`src/rtl/mesi_isc_pkg.sv`:
```
// Shared definitions for the MESI snoop-broadcast path: field widths and the
// packed broadcast entry used by the broadcast FIFO and its controller.
package mesi_isc_pkg;

  localparam int BROAD_TYPE_WIDTH   = 2;
  localparam int BROAD_CPU_ID_WIDTH = 2;
  localparam int BROAD_ID_WIDTH     = 5;

  typedef struct packed {
    logic [BROAD_TYPE_WIDTH-1:0]   snoop_type;
    logic [BROAD_CPU_ID_WIDTH-1:0] cpu_id;
    logic [BROAD_ID_WIDTH-1:0]     id;
  } broad_entry_t;

  localparam int BROAD_ENTRY_WIDTH = $bits(broad_entry_t);

endpackage

```
`src/rtl/mesi_isc_broad_fifo.sv`:
```
// Show-ahead FIFO holding snoop broadcasts between the main-bus arbiter and the
// broadcast controller, with sticky overflow/underflow flags.
module mesi_isc_broad_fifo
  import mesi_isc_pkg::*;
#(
  parameter int DATA_WIDTH      = BROAD_ENTRY_WIDTH,
  parameter int FIFO_DEPTH      = 4,
  parameter int FIFO_DEPTH_LOG2 = 2
) (
  input  logic                     clk,
  input  logic                     rst,
  input  logic                     wr_i,
  input  logic [DATA_WIDTH-1:0]    data_i,
  input  logic                     rd_i,
  output logic [DATA_WIDTH-1:0]    data_o,
  output logic                     empty_o,
  output logic                     full_o,
  output logic [FIFO_DEPTH_LOG2:0] count_o,
  output logic                     overflow_o,
  output logic                     underflow_o
);

  typedef logic [FIFO_DEPTH_LOG2-1:0] ptr_t;
  typedef logic [FIFO_DEPTH_LOG2:0]   cnt_t;

  localparam cnt_t FULL_COUNT = cnt_t'(FIFO_DEPTH);

  logic [DATA_WIDTH-1:0] mem [FIFO_DEPTH];
  ptr_t wr_ptr;
  ptr_t rd_ptr;
  logic push;
  logic pop;

  assign empty_o = (count_o == '0);
  assign full_o  = (count_o == FULL_COUNT);

  // A full FIFO still accepts a write when the head is leaving in the same cycle.
  assign push = wr_i && (!full_o || rd_i);
  assign pop  = rd_i && !empty_o;

  assign data_o = empty_o ? '0 : mem[rd_ptr];

  always_ff @(posedge clk) begin
    if (push) begin
      mem[wr_ptr] <= data_i;
    end
  end

  always_ff @(posedge clk or negedge rst) begin
    if (!rst) begin
      wr_ptr      <= '0;
      rd_ptr      <= '0;
      count_o     <= '0;
      overflow_o  <= 1'b0;
      underflow_o <= 1'b0;
    end else begin
      if (push) begin
        wr_ptr <= wr_ptr + ptr_t'(1);
      end
      if (pop) begin
        rd_ptr <= rd_ptr + ptr_t'(1);
      end
      if (push && !pop) begin
        count_o <= count_o + cnt_t'(1);
      end else if (pop && !push) begin
        count_o <= count_o - cnt_t'(1);
      end
      if (wr_i && !push) begin
        overflow_o <= 1'b1;
      end
      if (rd_i && empty_o) begin
        underflow_o <= 1'b1;
      end
    end
  end

endmodule

```
`config.mk`:
```
export PLATFORM = sky130hd
export DESIGN_NAME = mesi_isc_broad_fifo
export DESIGN_NICKNAME = d
export VERILOG_FILES = /design/src/rtl/mesi_isc_pkg.sv /design/src/rtl/mesi_isc_broad_fifo.sv
export SDC_FILE = /design/constraint.sdc
export NUM_CORES = 1
export LEC_CHECK = 0
export BUFFER_PORTS_ARGS = -buffer_cell sky130_fd_sc_hd__buf_2
export CELL_PAD_IN_SITES_DETAIL_PLACEMENT = 2
export CELL_PAD_IN_SITES_GLOBAL_PLACEMENT = 2
export CORE_ASPECT_RATIO = 1.2
export CORE_MARGIN = 3
export CORE_UTILIZATION = 44
export CTS_CLUSTER_DIAMETER = 50
export CTS_CLUSTER_SIZE = 28
export DETAILED_ROUTE_END_ITERATION = 16
export GPL_TIMING_DRIVEN = 0
export HOLD_SLACK_MARGIN = 0.1
export PLACE_DENSITY_LB_ADDON = 0.1
export SETUP_SLACK_MARGIN = 0.1
export SYNTH_ARGS = -nofsm -noshare
export SYNTH_HDL_FRONTEND = slang
export SYNTH_SLANG_ARGS = --single-unit
```
`constraint.sdc`:
```
create_clock -name clk -period 4.77 [get_ports clk]
set_input_delay 0.954 -clock clk [delete_from_list [all_inputs] [get_ports clk]]
set_output_delay 0.954 -clock clk [all_outputs]
set_load 0.05 [all_outputs]
```
======== Word-level counts from Yosys, hierarchy flattened ========
Memories as Yosys holds them, arrays and structs flattened.
Index checks and enable logic that the tools add are counted.
word-level totals
  register bits after elaboration ......... 9
  memory bits (writable) .................. 36
  input bits .............................. 13
  logic and storage cells ................. 29
  memories ................................ 1
memory list
  memory  depth  bits a word  rd ports  clocked after memory_dff  wr ports  line                       text
  mem     4      9            1         0                         1         mesi_isc_broad_fifo.sv:28  logic [DATA_WIDTH-1:0] mem [FIFO_DEPTH];
cells by class
  add/subtract/negate cells ............... 4
  equality and inequality tests ........... 1
  muxes and demuxes ....................... 5
  reductions and logical operators ........ 13
operator list
  kind                                               count
  two-way mux 9 bit                                  1
  logical AND 1 bit                                  6
  two-way mux 3 bit                                  2
  adder 2 x 1 -> 2 bit (second input constant)       2
  zero test 1 bit                                    4
  adder 3 x 1 -> 3 bit (second input constant)       1
  equality test 3 bit (second input constant)        1
  zero test 3 bit                                    1
  subtractor 3 x 1 -> 3 bit (second input constant)  1
  two-way mux 1 bit                                  2
  nonzero test 2 bit                                 1
  logical OR 1 bit                                   1

======== Logic depth before layout (Yosys ltp) ========
  word-level depth ........................ 8
  mapped depth ............................ 8
  mapped depth without buffers ............ 8

======== Worst setup path before layout ========
No wires, ideal clock.
  path type ............................... register to output
  start ................................... register count_o[0]
  end ..................................... output data_o[1]
  data arrival time ....................... 1.924 ns
  required time ........................... 3.816 ns
  setup slack ............................. 1.892 ns
  stages on the path, launching flop included .. 4
  buffers on the path ..................... 1
  cell sequence ........................... dfrtp_1 -> nor3_1 -> buf_2 -> nor2b_1
between the ends
  word-level cells in the longest chain between the ends .. 2
ends and longest elaborated chain
  element                 line                       text
  start, declared         mesi_isc_broad_fifo.sv:18  output logic [FIFO_DEPTH_LOG2:0] count_o,
  start signal, assigned  mesi_isc_broad_fifo.sv:64  count_o <= count_o + cnt_t'(1);
  start signal, assigned  mesi_isc_broad_fifo.sv:66  count_o <= count_o - cnt_t'(1);
  zero test 3 bit         mesi_isc_broad_fifo.sv:34  assign empty_o = (count_o == '0);
  via empty_o             mesi_isc_broad_fifo.sv:16  output logic empty_o,
  two-way mux 9 bit       mesi_isc_broad_fifo.sv:41  assign data_o = empty_o ? '0 : mem[rd_ptr];
  end, declared           mesi_isc_broad_fifo.sv:15  output logic [DATA_WIDTH-1:0] data_o,
The timed path passes the listed nets, and every way through them passes these cells.

======== Worst setup path in the final report ========
  start ................................... register count_o[1]
  end ..................................... output empty_o
between the ends
  word-level cells in the longest chain between the ends .. 1
ends and longest elaborated chain
  element          line
  zero test 3 bit  mesi_isc_broad_fifo.sv:34
  end, declared    mesi_isc_broad_fifo.sv:16
Every way passes these cells.

==> flow_metrics.tcl <==
set metrics [dict create \
    cts_buffers 5 \
    wl_um 3570 \
    cts-root-buf "clkbuf_8" \
    ys_seq_elements 45 \
    drc_errors 0 \
    finalCritPeriodShare_pct 58.5 \
    fin_setup_tns_ns 0 \
    worstPathRequired_ns 3.82 \
    ys_types 24 \
    ctsHoldBuffers 0 \
    grt_pass1_wl_um 6030 \
    worst_slew_pin_slew_ns 0.538 \
    cap_viol_max_count 0 \
    dp_hpwl_um 2620 \
    clock_sinks 45 \
    final_antenna_net_count 0 \
    r2r_end "count_o[2]" \
    vias 963 \
    synth-edff-count 36 \
    start_kind "flip-flop" \
    io_pins 29 \
    outcome "finished clean" \
    async_reset_ff_share_pct 20.0 \
    port-buffer-count 28 \
    setup_viol 0 \
    wl_per_cell_um 19.1 \
    grt_max_degree 14 \
    min-delay-start "underflow_o" \
    clkTransAtPathRegs_ns 0.08 \
    area_growth_pct 16.7 \
    nets 151 \
    die_w_um 65.6 \
    finalHoldViolations 0 \
    period_minus_slack_ns 2.79 \
    start_util_pct 46.5 \
    path_class "reg -> out" \
    yosys_most_used_dff "edfxtp_1" \
    fmax_mhz 358 \
    r2r_slack_ns 2.50 \
    clock_skew_ns 0.00531 \
    synthesis.area_mm2 0.00188 \
    first_iter_violations 64 \
    routed_via_density 5.15 \
    synth_area_per_cell_um2 19.3 \
    holdCritPathClass "reg -> reg" \
    final_cell_mix "edfxtp_1, buf_2, dfrtp_1, mux4_2, nor2b_1" \
    rsz0062_at_grt "false" \
    grt_usage_pct 16.5 \
    rr_startpoint "count_o[1]" \
    antenna_found_initial 0 \
    fin_area_mm2 0.00219 \
    layout-drive-gt1-share_pct 38.3 \
    hold_depth 1 \
    drtPass1Iterations 4 \
    dieArea_mm2 0.00509 \
    crit_arrival_ns 1.84 \
    design.core.area_mm2 0.00404 \
    diodes 0 \
    wl_met3_um 108 \
    relSlewSlack_pct 64.2 \
    place_area_mm2 0.00208 \
    wl_met2_um 1940 \
    grt_pass1_vias 1131 \
    worstSetupEndpointType "output pin" \
    htreeDepth 2 \
    rows 25 \
    die_h_um 77.5 \
    holdPathEnd "underflow_o" \
    clk_latency_ns 0.29 \
    cp_max_fo 10 \
    dr.max_layer_used "met4" \
    gp_congestion 0.650 \
    mostFrequentLayoutCell "edfxtp_1" \
    postCtsSetupBuffers 0 \
    post_cts_resized 0 \
    synth_fp_nets 116 \
    postSynthCellCount 97 \
    ys_seq_area_share_pct 69.6 \
    overflow 0 \
    cts_tree "built" \
    clock_path_buffers 2 \
    slew_violations 0 \
    wl_met1_um 1470 \
    r2r_cells 8 \
    yosysWarnings 0 \
]
==> per-layer routing <==
| metal | GRT usage (%) | vias up |
|---|---|---|
| met4 | 5.60 | 0 |
| met3 | 3.62 | 5 |
| met2 | 28.7 | 23 |
| li1 | - | 433 |
| met1 | 19.9 | 502 |
| met5 | 0 | - |
==> cell families after synthesis <==
| family | count (synthesis) | synth area share, % |
|---|---|---|
| simple gates | 19 | 6.94 |
| flops | 45 | 69.6 |
| buf+inv | 7 | 1.93 |
| fa+ha+maj | 6 | 4.40 |
| compound gates | 3 | 1.87 |
| xor+xnor | 6 | 2.80 |
| mux | 11 | 12.4 |
==> synthesized netlist by cell type, drive strengths merged (2+ instances only) <==
cell / count / area [µm²]
nor2b: 9 / 63.8
dfrtp: 9 / 225
and2: 4 / 25.0
mux2: 2 / 26.3
xnor2: 3 / 26.3
edfxtp: 36 / 1080
ha: 5 / 62.6
nor2: 2 / 7.51
mux4: 9 / 206
buf: 3 / 21.3
inv: 4 / 15.0
xor2: 3 / 26.3
==> area by class of cell <==
| type | instances | area [µm²] |
|---|---|---|
| Multi-Input combinational cell | 45 | 533 |
| Clock inverter | 2 | 33.8 |
| Fill cell | 343 | 1850 |
| Tap cell | 54 | 67.6 |
| Sequential cell | 45 | 1310 |
| Inverter | 4 | 15.0 |
| Clock buffer | 6 | 72.6 |
| Buffer | 3 | 21.3 |
| Timing Repair Buffer | 28 | 140 |
==> worst max-delay path by stage <==
stage / to / from / slack (ns)
5_1_grt: empty_o / count_o[1] / 1.81
3_5_place_dp: count_o[2] / rd_i / 2.14
2_1_floorplan: data_o[1] / count_o[0] / 1.89
3_3_place_gp: count_o[2] / rd_i / 2.21
6_report: empty_o / count_o[1] / 1.98
4_1_cts: empty_o / count_o[1] / 1.92
==> critical path, cell delays in order (launching register included) <==
cell	delay, ns
dfrtp_1	0.47
nor3_1	0.40
buf_2	0.35
buf_2	0.32
==> state kept, by name, indices dropped and copies added (netlist names) <==
signal       flops
overflow_o       1
count_o          3
mem             36
wr_ptr           2
underflow_o      1
rd_ptr           2
==> stage by stage <==
stage               hold WS, ns  cells  setup WS, ns  utilization, %
finish                    0.460    187          1.98            54.3
global route              0.492    187          1.81            54.3
CTS                       0.466    187          1.92            54.3
detailed placement        0.447    179          2.14            51.6
global placement          0.435    179          2.21            51.6
floorplan                 0.535     97          1.89               -
Power is left out: the tool's default activity adds up to more than one toggle a clock period on the data nets, which glitch-free logic cannot reach.
